## config.mk

```make
export PLATFORM = sky130hd
export DESIGN_NAME = skeleton_ctrl
export DESIGN_NICKNAME = d
export VERILOG_FILES = /design/src/rtl/skeleton_ctrl.sv
export SDC_FILE = /design/constraint.sdc
export NUM_CORES = 1
export LEC_CHECK = 0
export BUFFER_PORTS_ARGS = -buffer_cell sky130_fd_sc_hd__buf_4
export CAP_MARGIN = 10
export CORE_ASPECT_RATIO = 1.1
export CORE_MARGIN = 3
export CORE_UTILIZATION = 40
export CTS_BUF_LIST = sky130_fd_sc_hd__clkbuf_8
export DETAILED_ROUTE_END_ITERATION = 10
export HOLD_SLACK_MARGIN = 0.08
export SYNTH_ARGS = -nofsm -noshare
export SYNTH_HDL_FRONTEND = slang
export SYNTH_SLANG_ARGS = --single-unit
```

## constraint.sdc

```tcl
create_clock -name CLK_SYS -period 6.1 [get_ports CLK_SYS]
set_input_delay 1.83 -clock CLK_SYS [delete_from_list [all_inputs] [get_ports CLK_SYS]]
set_output_delay 1.83 -clock CLK_SYS [all_outputs]
set_load 0.005 [all_outputs]
```

## src/rtl/skeleton_ctrl.sv

```systemverilog
// rtl/skeleton_ctrl.sv - host command/response bridge to the skeleton block
// Optional WAIT_RDY watchdog is built only when SKELETON_CTRL_TIMEOUT_EN is defined.
module skeleton_ctrl #(
  parameter int BITWIDTH_SYS  = 16,
  parameter int BITWIDTH_ADR  = 6,
  parameter int BITWIDTH_HEAD = 26,
  parameter int TIMEOUT_CYC   = 1000
) (
  input  logic                                  CLK_SYS,
  input  logic                                  RST,
  input  logic                                  EN,
  input  logic                                  CMD_VALID,
  output logic                                  CMD_READY,
  input  logic [2+BITWIDTH_ADR+BITWIDTH_SYS-1:0] CMD_DATA,
  output logic                                  RSP_VALID,
  input  logic                                  RSP_READY,
  output logic [BITWIDTH_SYS-1:0]               RSP_DATA,
  output logic                                  SKL_RnW,
  output logic [BITWIDTH_ADR-1:0]               SKL_ADR,
  output logic [BITWIDTH_SYS-1:0]               SKL_DATA_IN,
  output logic                                  SKL_TRGG,
  input  logic [BITWIDTH_SYS-1:0]               SKL_DATA_OUT,
  input  logic [BITWIDTH_HEAD-1:0]              SKL_HEAD,
  input  logic                                  SKL_RDY,
  output logic                                  ERR
);

  localparam logic [2:0] S_IDLE        = 3'd0;
  localparam logic [2:0] S_WRITE       = 3'd1;
  localparam logic [2:0] S_READ        = 3'd2;
  localparam logic [2:0] S_TRIG        = 3'd3;
  localparam logic [2:0] S_WAIT_FALL   = 3'd4;
  localparam logic [2:0] S_WAIT_RDY    = 3'd5;
  localparam logic [2:0] S_RSP         = 3'd6;
  localparam logic [2:0] S_RSP_HEAD_LO = 3'd7;

  // All-ones is the error code, so the cycle count stops one below it.
  localparam logic [BITWIDTH_SYS-1:0] CNT_MAX = {{(BITWIDTH_SYS-1){1'b1}}, 1'b0};

`ifdef SKELETON_CTRL_TIMEOUT_EN
  localparam logic [BITWIDTH_SYS-1:0] TIMEOUT_VAL = BITWIDTH_SYS'(TIMEOUT_CYC);
`endif

  logic [2:0]                state;
  logic                      alive;
  logic                      err;
  logic                      hdr_pending;
  logic [BITWIDTH_SYS-1:0]   cnt;
  logic [BITWIDTH_SYS-1:0]   cnt_next;
  logic [BITWIDTH_SYS-1:0]   rsp_data;
  logic [BITWIDTH_SYS-1:0]   head_lo;
  logic [BITWIDTH_SYS-1:0]   data_in;
  logic [BITWIDTH_ADR-1:0]   adr;
  logic [2*BITWIDTH_SYS-1:0] head_ext;
  logic [1:0]                cmd_op;
  logic [BITWIDTH_ADR-1:0]   cmd_adr;
  logic [BITWIDTH_SYS-1:0]   cmd_payload;
  logic                      cmd_accept;

  assign cmd_op      = CMD_DATA[2+BITWIDTH_ADR+BITWIDTH_SYS-1 -: 2];
  assign cmd_adr     = CMD_DATA[BITWIDTH_ADR+BITWIDTH_SYS-1 -: BITWIDTH_ADR];
  assign cmd_payload = CMD_DATA[BITWIDTH_SYS-1:0];

  // alive keeps CMD_READY low for the first cycle after reset release.
  assign CMD_READY   = alive && EN && (state == S_IDLE);
  assign cmd_accept  = CMD_VALID && CMD_READY;
  assign RSP_VALID   = (state == S_RSP) || (state == S_RSP_HEAD_LO);
  assign RSP_DATA    = rsp_data;
  assign SKL_RnW     = (state != S_WRITE);
  assign SKL_TRGG    = (state == S_TRIG);
  assign SKL_ADR     = adr;
  assign SKL_DATA_IN = data_in;
  assign ERR         = err;
  assign cnt_next    = (cnt == CNT_MAX) ? cnt : cnt + BITWIDTH_SYS'(1);

  always_comb begin
    head_ext = '0;
    head_ext[BITWIDTH_HEAD-1:0] = SKL_HEAD;
  end

  always_ff @(posedge CLK_SYS or posedge RST) begin
    if (RST) begin
      state       <= S_IDLE;
      alive       <= 1'b0;
      err         <= 1'b0;
      hdr_pending <= 1'b0;
      cnt         <= '0;
      rsp_data    <= '0;
      head_lo     <= '0;
      data_in     <= '0;
      adr         <= '0;
    end else begin
      alive <= 1'b1;
      if (!EN) begin
        state       <= S_IDLE;
        cnt         <= '0;
        hdr_pending <= 1'b0;
      end else begin
        case (state)
          S_IDLE: begin
            if (cmd_accept) begin
              case (cmd_op)
                2'b00: begin
                  state   <= S_WRITE;
                  adr     <= cmd_adr;
                  data_in <= cmd_payload;
                end
                2'b01: begin
                  state <= S_READ;
                  adr   <= cmd_adr;
                end
                2'b10: begin
                  if (SKL_RDY) begin
                    state <= S_TRIG;
                    cnt   <= '0;
                  end else begin
                    state    <= S_RSP;
                    rsp_data <= '1;
                    err      <= 1'b1;
                  end
                end
                default: begin
                  state       <= S_RSP;
                  rsp_data    <= head_ext[2*BITWIDTH_SYS-1:BITWIDTH_SYS];
                  head_lo     <= head_ext[BITWIDTH_SYS-1:0];
                  hdr_pending <= 1'b1;
                end
              endcase
            end
          end
          S_WRITE: state <= S_IDLE;
          S_READ: begin
            rsp_data <= SKL_DATA_OUT;
            state    <= S_RSP;
          end
          S_TRIG: state <= S_WAIT_FALL;
          S_WAIT_FALL: begin
            cnt   <= cnt_next;
            state <= S_WAIT_RDY;
          end
          S_WAIT_RDY: begin
            if (SKL_RDY) begin
              rsp_data <= cnt;
              state    <= S_RSP;
            end
`ifdef SKELETON_CTRL_TIMEOUT_EN
            else if (cnt >= TIMEOUT_VAL) begin
              rsp_data <= '1;
              err      <= 1'b1;
              state    <= S_RSP;
            end
`endif
            else begin
              cnt <= cnt_next;
            end
          end
          S_RSP: begin
            if (RSP_READY) begin
              if (hdr_pending) begin
                state       <= S_RSP_HEAD_LO;
                rsp_data    <= head_lo;
                hdr_pending <= 1'b0;
              end else begin
                state <= S_IDLE;
              end
            end
          end
          S_RSP_HEAD_LO: if (RSP_READY) state <= S_IDLE;
          default: state <= S_IDLE;
        endcase
      end
    end
  end

endmodule

```

Yosys cells after proc, flatten, opt, wreduce, memory -nomap -nowiden:

Index checks and enable logic that the tools add are counted.

* input bits: 72
* output and inout port bits: 43
* register bits after elaboration: 76
* word-level logic and storage cells: 84

* multiplexer cells: 28
* reduce and logical (&&, ||, !) cells: 17
* eq/ne operators: 27
* bitwise operators: 2
* add/subtract/negate cells: 1

Operators by type and width (number)
* 2-to-1 mux 16 bit: 11
* case mux 16 bit (4 select lines): 1
* case mux 16 bit (3 select lines): 1
* case mux 16 bit (2 select lines): 1
* != test 3 bit (second input constant): 8
* case mux 3 bit (8 select lines): 1
* 2-to-1 mux 3 bit: 7
* AND reduction 4 bit: 5
* adder 16 x 1 -> 16 bit (second input constant): 1
* == test 16 bit (second input constant): 1
* == test 3 bit (second input constant): 4
* != test 2 bit (second input constant): 5
* AND reduction 5 bit: 2
* case mux 3 bit (3 select lines): 1
* AND reduction 8 bit: 1
* == test 3 x 2 -> 1 bit (second input constant): 2
* != test 3 x 1 -> 1 bit (second input constant): 2
* 2-to-1 mux 1 bit: 4
* != test 4 x 1 -> 1 bit (second input constant): 1
* nonzero test 4 bit: 1
* == test 3 x 1 -> 1 bit (second input constant): 1
* logical AND 1 bit: 3
* zero test 3 bit: 1
* != test 3 x 2 -> 1 bit (second input constant): 1
* other kinds (8): 9

Logic depth before layout (Yosys ltp):

Gate-level depths: netlist of run 1.

* word-level depth: 6
* mapped depth: 8
* depth with buffers taken out: 7

Worst setup path after synthesis of run 1:

Ideal clock, no wire load.

* path type: in2out
* start: input port EN
* end: output port CMD_READY
* path slack: 2.066 ns
* cell stages on the path: 2
* path buffers: 0
* data arrival time: 2.204 ns
* required time: 4.270 ns
* path through: nor4b_4 and2_1

* cells in the longest elaborated chain, start to end: 2

Ends and longest elaborated chain
* start, declared: line 11 `input logic EN,`
* logical AND 1 bit (2 in series): line 65 `assign CMD_READY = alive && EN && (state == S_IDLE);`
* end, declared: line 13 `output logic CMD_READY,`

Every way passes these cells.

Final worst setup path of run 1:

Same ends and word-level chain as after synthesis.

==> key figures, run 1 <==
Status
  • Status: complete, no violations

Run
  • Max_cap viols: 0

Synthesis
  • Syn avg cell area: 10.5 um2
  • Yosys top cell area share: 0.490
  • Area contributors post-synth: dfrtp_1 (49%), mux2_2 (8.4%), nand2_1 (5.3%)
  • Synth top cells by count: dfrtp_1 (76), nand2_1 (55), o21ai_0 (34), mux2_2 (29), mux2i_1 (17)
  • Post-synthesis sequential area ratio: 0.490
  • Post-synth EDFFs: 0
  • Most common cell in the netlist: dfrtp_1
  • Synth Register Bits: 76
  • Post-synth ARST share: 1.00
  • Mapped Cells: 371
  • Synth unique cells: 51
  • Most used DFF post-synth: dfrtp_1
  • Post-Syn Nets: 445
  • Synthesized area: 0.00388 mm2
  • Yosys warnings: 0
  • Leading area contributor after synthesis: dfrtp_1

Setup path
  • Worst Path Required: 4.27 ns
  • Reg2Reg Setup Slack: 3.24 ns
  • Slowest CP cell: nor4b_4
  • Crit end category: primary output
  • Reg-to-reg startpoint: state[1]
  • WP buf/inv: 2
  • Most frequent CP cell: buf_4
  • Reg-to-reg endpoint: SKL_DATA_IN[12]
  • Crit path max-delay family: simple AND/OR/NAND/NOR gates
  • CP max stage delay: 0.27 ns
  • Setup CP Type: input port to primary output
  • Crit path max fanout: 12
  • R2R depth: 5
  • Arr. time, crit path: 2.53 ns
  • Crit-path cells: buf_4 > nor4b_4 > and2_1 > buf_4
  • CP startpoint kind: input port

Global routing
  • Vias in the first global route: 3046
  • Overflow after GRT: 0
  • First-pass GRT wire length: 15700 um
  • Antenna violations before repair: 0
  • Largest net degree at the start of global routing: 77
  • Gr usage total: 0.182

CTS
  • Post-CTS resize count: 0
  • CTS tree: yes
  • Worst-Skew Late Latency: 0.36 ns
  • Post-CTS Setup Repair Bufs: 0
  • Clk sinks: 76
  • Num CTS Buffers: 9
  • H-tree Lvls: 3
  • Root Buffer: clkbuf_8
  • CTS Buffer Depth: 2
  • Worst-path clk slew: 0.08 ns
  • Hold-fix buffers, CTS: 0

STA
  • Slew Limit Fails: 0
  • TNS Setup: 0 ns
  • Worst-margin pin slew: 1.11 ns
  • Final number of setup-violating endpoints: 0
  • Slew Limit Headroom: 0.257
  • Final Cycle Share: 0.715
  • Fmax: 229 MHz
  • Final Hold Vio Count: 0
  • Tmin final: 4.36 ns
  • Clock skew: 0.00951 ns
  • RSZ-0062 raised after global routing: false

Route
  • 1st-iter DRT viols: 196
  • Wire per inst: 16.2 um
  • Drt drc: 0
  • DR pass1 iterations: 4
  • DR vias: 3179
  • Routed Wire Length: 9730 um
  • ANT nets after route: 0
  • Via density: 5.31

Die
  • Std cell rows: 37
  • Starting Density: 0.413
  • IO Count: 115
  • Die height: 109 um
  • Die X: 100 um
  • Die area: 0.0109 mm2
  • Total core area: 0.00940 mm2

Placement
  • # port buffers: 114
  • Placed cells: 583
  • RD Place Congestion: 0.836
  • Hpwl dp: 7060 um

Hold path
  • Hold Path Sink: RSP_DATA[10]
  • Worst hold path startpoint: RSP_DATA[10]
  • Worst hold path type: flip-flop to flip-flop
  • Worst Hold Path Cells: 2

Final layout
  • Filler cells: 864
  • Fin nets: 551
  • Area delta synth->final: 28.3%
  • Post-Layout Cell Count: 599
  • # diodes: 0
  • Share of cells above drive strength 1: 0.371

Pwr
  • Worst IR drop on VDD: 0.158 mV
  • Pwr Density: 402 mW/mm2
  • Lkg Pwr: 0.00233 uW
==> power breakdown <==
| group | internal (uW) | leakage (uW) | switching [uW] |
|---|---|---|---|
| sequential | 680 | 0.000990 | 129 |
| clock | 187 | 0.000100 | 197 |
| combinational | 441 | 0.00123 | 368 |
| total | 1310 | 0.00233 | 694 |
==> kinds of logic (layout without fill, tap and decap cells) <==
group                      Yosys count  after routing  synth area share
and+or+nand+nor                    120            120             0.153
AOI/OAI and AO/OA                   86             86             0.145
DFF                                 76             76             0.490
muxes                               56             56             0.167
buffers and inverters               30            141            0.0393
adders and majority gates            2              2           0.00644
other                                1              1          0.000965
==> worst min-delay path, stage by stage (launching register included) <==
cell and delay [ns]:
dfrtp_1 0.35, nand2_1 0.04, o21ai_0 0.06
==> flip-flops by register name, summed over array words and instances (netlist names) <==
signal       flops
state            3
head_lo         16
ERR              1
hdr_pending      1
SKL_DATA_IN     16
cnt             16
alive            1
SKL_ADR          6
RSP_DATA        16
==> final cells by class <==
cell class / count / area [um2] / area share
well taps: 117 / 146 / 0.0294
repair buffers: 117 / 878 / 0.176
inverters: 8 / 30.0 / 0.00602
flip-flops and latches: 76 / 1900 / 0.381
clock buffers: 9 / 124 / 0.0248
clock inverters: 7 / 68.8 / 0.0138
multi-input cells: 265 / 1840 / 0.368
==> cell usage in the layout, fill, tap and decap left out, types with 5 or more instances in the layout <==
cell type,count
o31ai_1,6
mux2_2,29
a21oi_1,11
dfrtp_1,76
o211ai_1,5
o21ai_0,34
nand3_1,12
mux2_4,10
buf_4,117
o221ai_1,10
inv_1,8
nor2_1,15
nand2_1,55
nand4_1,5
clkbuf_8,9
mux2i_1,17
==> how the worst max path moves through the flow <==
stage / startpoint / to / slack, ns / cells past startpoint
after CTS: EN / CMD_READY / 1.73 / 4
final: EN / CMD_READY / 1.74 / 4
after floorplan: EN / CMD_READY / 2.07 / 2
after global routing: EN / CMD_READY / 1.65 / 4
after detailed placement: EN / CMD_READY / 1.72 / 4
after global placement: EN / CMD_READY / 1.75 / 4
==> routing by layer <==
metal	share of wire	track usage
met5	0	0
met4	0.021	0.0751
met1	0.46	0.271
met2	0.47	0.264
met3	0.048	0.0292
==> per-stage QoR <==
step	power (uW)	cell area [um2]	utilization	hold slack (ns)	worst slack, ns
final	2000	4990	0.531	0.482	1.74
after CTS	2030	4990	0.531	0.490	1.73
after global routing	2150	4990	0.531	0.522	1.65
after floorplan	1300	3880	-	0.460	2.07
after detailed placement	1640	4790	0.510	0.472	1.72
after global placement	1620	4790	0.510	0.463	1.75
(Power assumes the default switching activity.)
==> run 2, diff against run 1 <==
- clock period: 6.1 -> 4.1 ns (I/O delays scaled with it)
==> key figures, run 2 (synthesis gave the netlist of run 1 again) <==
Final layout
  • Fin nets: 554
  • Commonest non-fill, non-tap cell in the layout: buf_4
  • Filler cells: 874
  • Design area: 0.00499 mm2
  • Area delta synth->final: 28.4%
  • Share of cells above drive strength 1: 0.372
  • # diodes: 0
  • Most frequent cells in the layout: buf_4 (119), dfrtp_1 (76), nand2_1 (55)

Setup path
  • WP buf/inv: 2
  • Crit end category: primary output
  • Crit path max-delay family: simple AND/OR/NAND/NOR gates
  • Worst Path Required: 2.87 ns
  • Slowest CP cell: nor4b_4
  • Arr. time, crit path: 1.93 ns
  • Most frequent CP cell: buf_4
  • Crit path max fanout: 12
  • CP startpoint kind: input port
  • Crit-path cells: buf_4 > nor4b_4 > and2_1 > buf_4
  • Setup CP Type: input port to primary output
  • CP max stage delay: 0.26 ns
  • Reg2Reg Setup Slack: 1.63 ns

STA
  • Slew Limit Fails: 0
  • Final Cycle Share: 0.771
  • Slew Limit Headroom: 0.438
  • Fmax: 316 MHz
  • TNS Setup: 0 ns
  • Worst-margin pin slew: 0.842 ns
  • Clock skew: 0.00923 ns
  • Tmin final: 3.16 ns
  • Final number of setup-violating endpoints: 0
  • RSZ-0062 raised after global routing: false
  • Final Hold Vio Count: 0

Pwr
  • Lkg Pwr: 0.00234 uW
  • Pwr Density: 584 mW/mm2
  • Internal: 1890 uW
  • Comb power frac: 0.414
  • Switching share of power: 0.352
  • Pwr Total: 2910 uW
  • Sw power: 1020 uW
  • Seq pwr share: 0.418
  • Worst IR drop on VDD: 0.226 mV
  • Clock power share: 0.168

Route
  • DR vias: 3193
  • Via density: 5.31
  • Wire per inst: 16.4 um
  • 1st-iter DRT viols: 199
  • Drt drc: 0
  • Routed Wire Length: 9860 um
  • ANT nets after route: 0
  • DR pass1 iterations: 4

Global routing
  • Overflow after GRT: 0
  • Vias in the first global route: 3156
  • First-pass GRT wire length: 16000 um
  • Grt met2 use: 0.283
  • Gr usage total: 0.185
  • Grt met3 use: 0.0298
  • Antenna violations before repair: 0
  • GRT met1 Usage: 0.265
  • Gr busiest metal: met2
  • Largest net degree at the start of global routing: 41

CTS
  • Worst-path clk slew: 0.07 ns
  • Post-CTS Setup Repair Bufs: 0
  • Num CTS Buffers: 9
  • CTS Buffer Depth: 2
  • H-tree Lvls: 3
  • Hold-fix buffers, CTS: 0
  • Post-CTS resize count: 0
  • CTS tree: yes
  • Clk sinks: 76
  • Worst-Skew Late Latency: 0.35 ns
  • Root Buffer: clkbuf_8

Placement
  • Hpwl dp: 7260 um
  • Area after detailed placement: 0.00483 mm2
  • RD Place Congestion: 0.830
  • # port buffers: 114

Die
  • Starting Density: 0.413
  • Die area: 0.0109 mm2
  • Die height: 109 um
  • Total core area: 0.00940 mm2
  • Std cell rows: 37
  • IO Count: 115
  • Die X: 100 um

Status
  • Status: complete, no violations

Run
  • Max_cap viols: 0

Hold path
  • Worst hold path type: flip-flop to flip-flop
## run 2: cell count changes in the layout (fill, tap and decap cells not counted), sizes merged
cell / delta
bufinv: -1
clkinvlp: -1
inv: +1
buf: +3
## run 2: worst reg2reg max path, stage by stage, from the launching register on
cell and delay, ns:
dfrtp_1 0.62, nor4b_4 0.40, and2b_1 0.21, and2b_1 0.29, and3b_1 0.20, buf_4 0.27, mux2_2 0.37
## run 2: path summary, 6_finish.rpt
kind | startpoint | endpoint | depth (start not counted)
hold / removal | RSP_DATA[13] | RSP_DATA[13] | 2
min in group asynchronous | RST | SKL_DATA_IN[5] | 2
setup reg to reg | state[1] | SKL_DATA_IN[10] | 6
max in group asynchronous | RST | state[1] | 3
setup / recovery | EN | CMD_READY | 4
hold reg to reg | RSP_DATA[13] | RSP_DATA[13] | 2
## run 2: metrics by stage
step	instances	worst slack (ns)	util	hold WS, ns
2_1_floorplan	371	0.932	-	0.460
3_3_place_gp	586	0.932	0.514	0.463
3_5_place_dp	586	0.933	0.514	0.472
4_1_cts	601	0.932	0.531	0.488
5_1_grt	601	0.863	0.531	0.512
6_report	601	0.940	0.531	0.479
## run 2: layout make-up
class,instances,area (um2),area share
well taps,117,146,0.0294
multi-input cells,265,1840,0.368
flip-flops and latches,76,1900,0.381
inverters,8,30.0,0.00602
clock buffers,9,124,0.0248
repair buffers,120,913,0.183
clock inverters,6,35.0,0.00702
## run 2: power groups by stage
stage / combinational (uW) / sequential, uW / clock [uW]
after global placement: 1200 / 1220 / 0
after detailed placement: 1220 / 1240 / 0
final: 1210 / 1220 / 490
after global routing: 1330 / 1260 / 547
after floorplan: 757 / 1170 / 0
after CTS: 1220 / 1220 / 507
## run 2: routing by layer
| metal | wire [um] | up-vias |
|---|---|---|
| li1 | - | 1564 |
| met1 | 4450 | 1528 |
| met2 | 4750 | 91 |
| met3 | 536 | 10 |
| met4 | 127 | 0 |
| met5 | 0 | - |
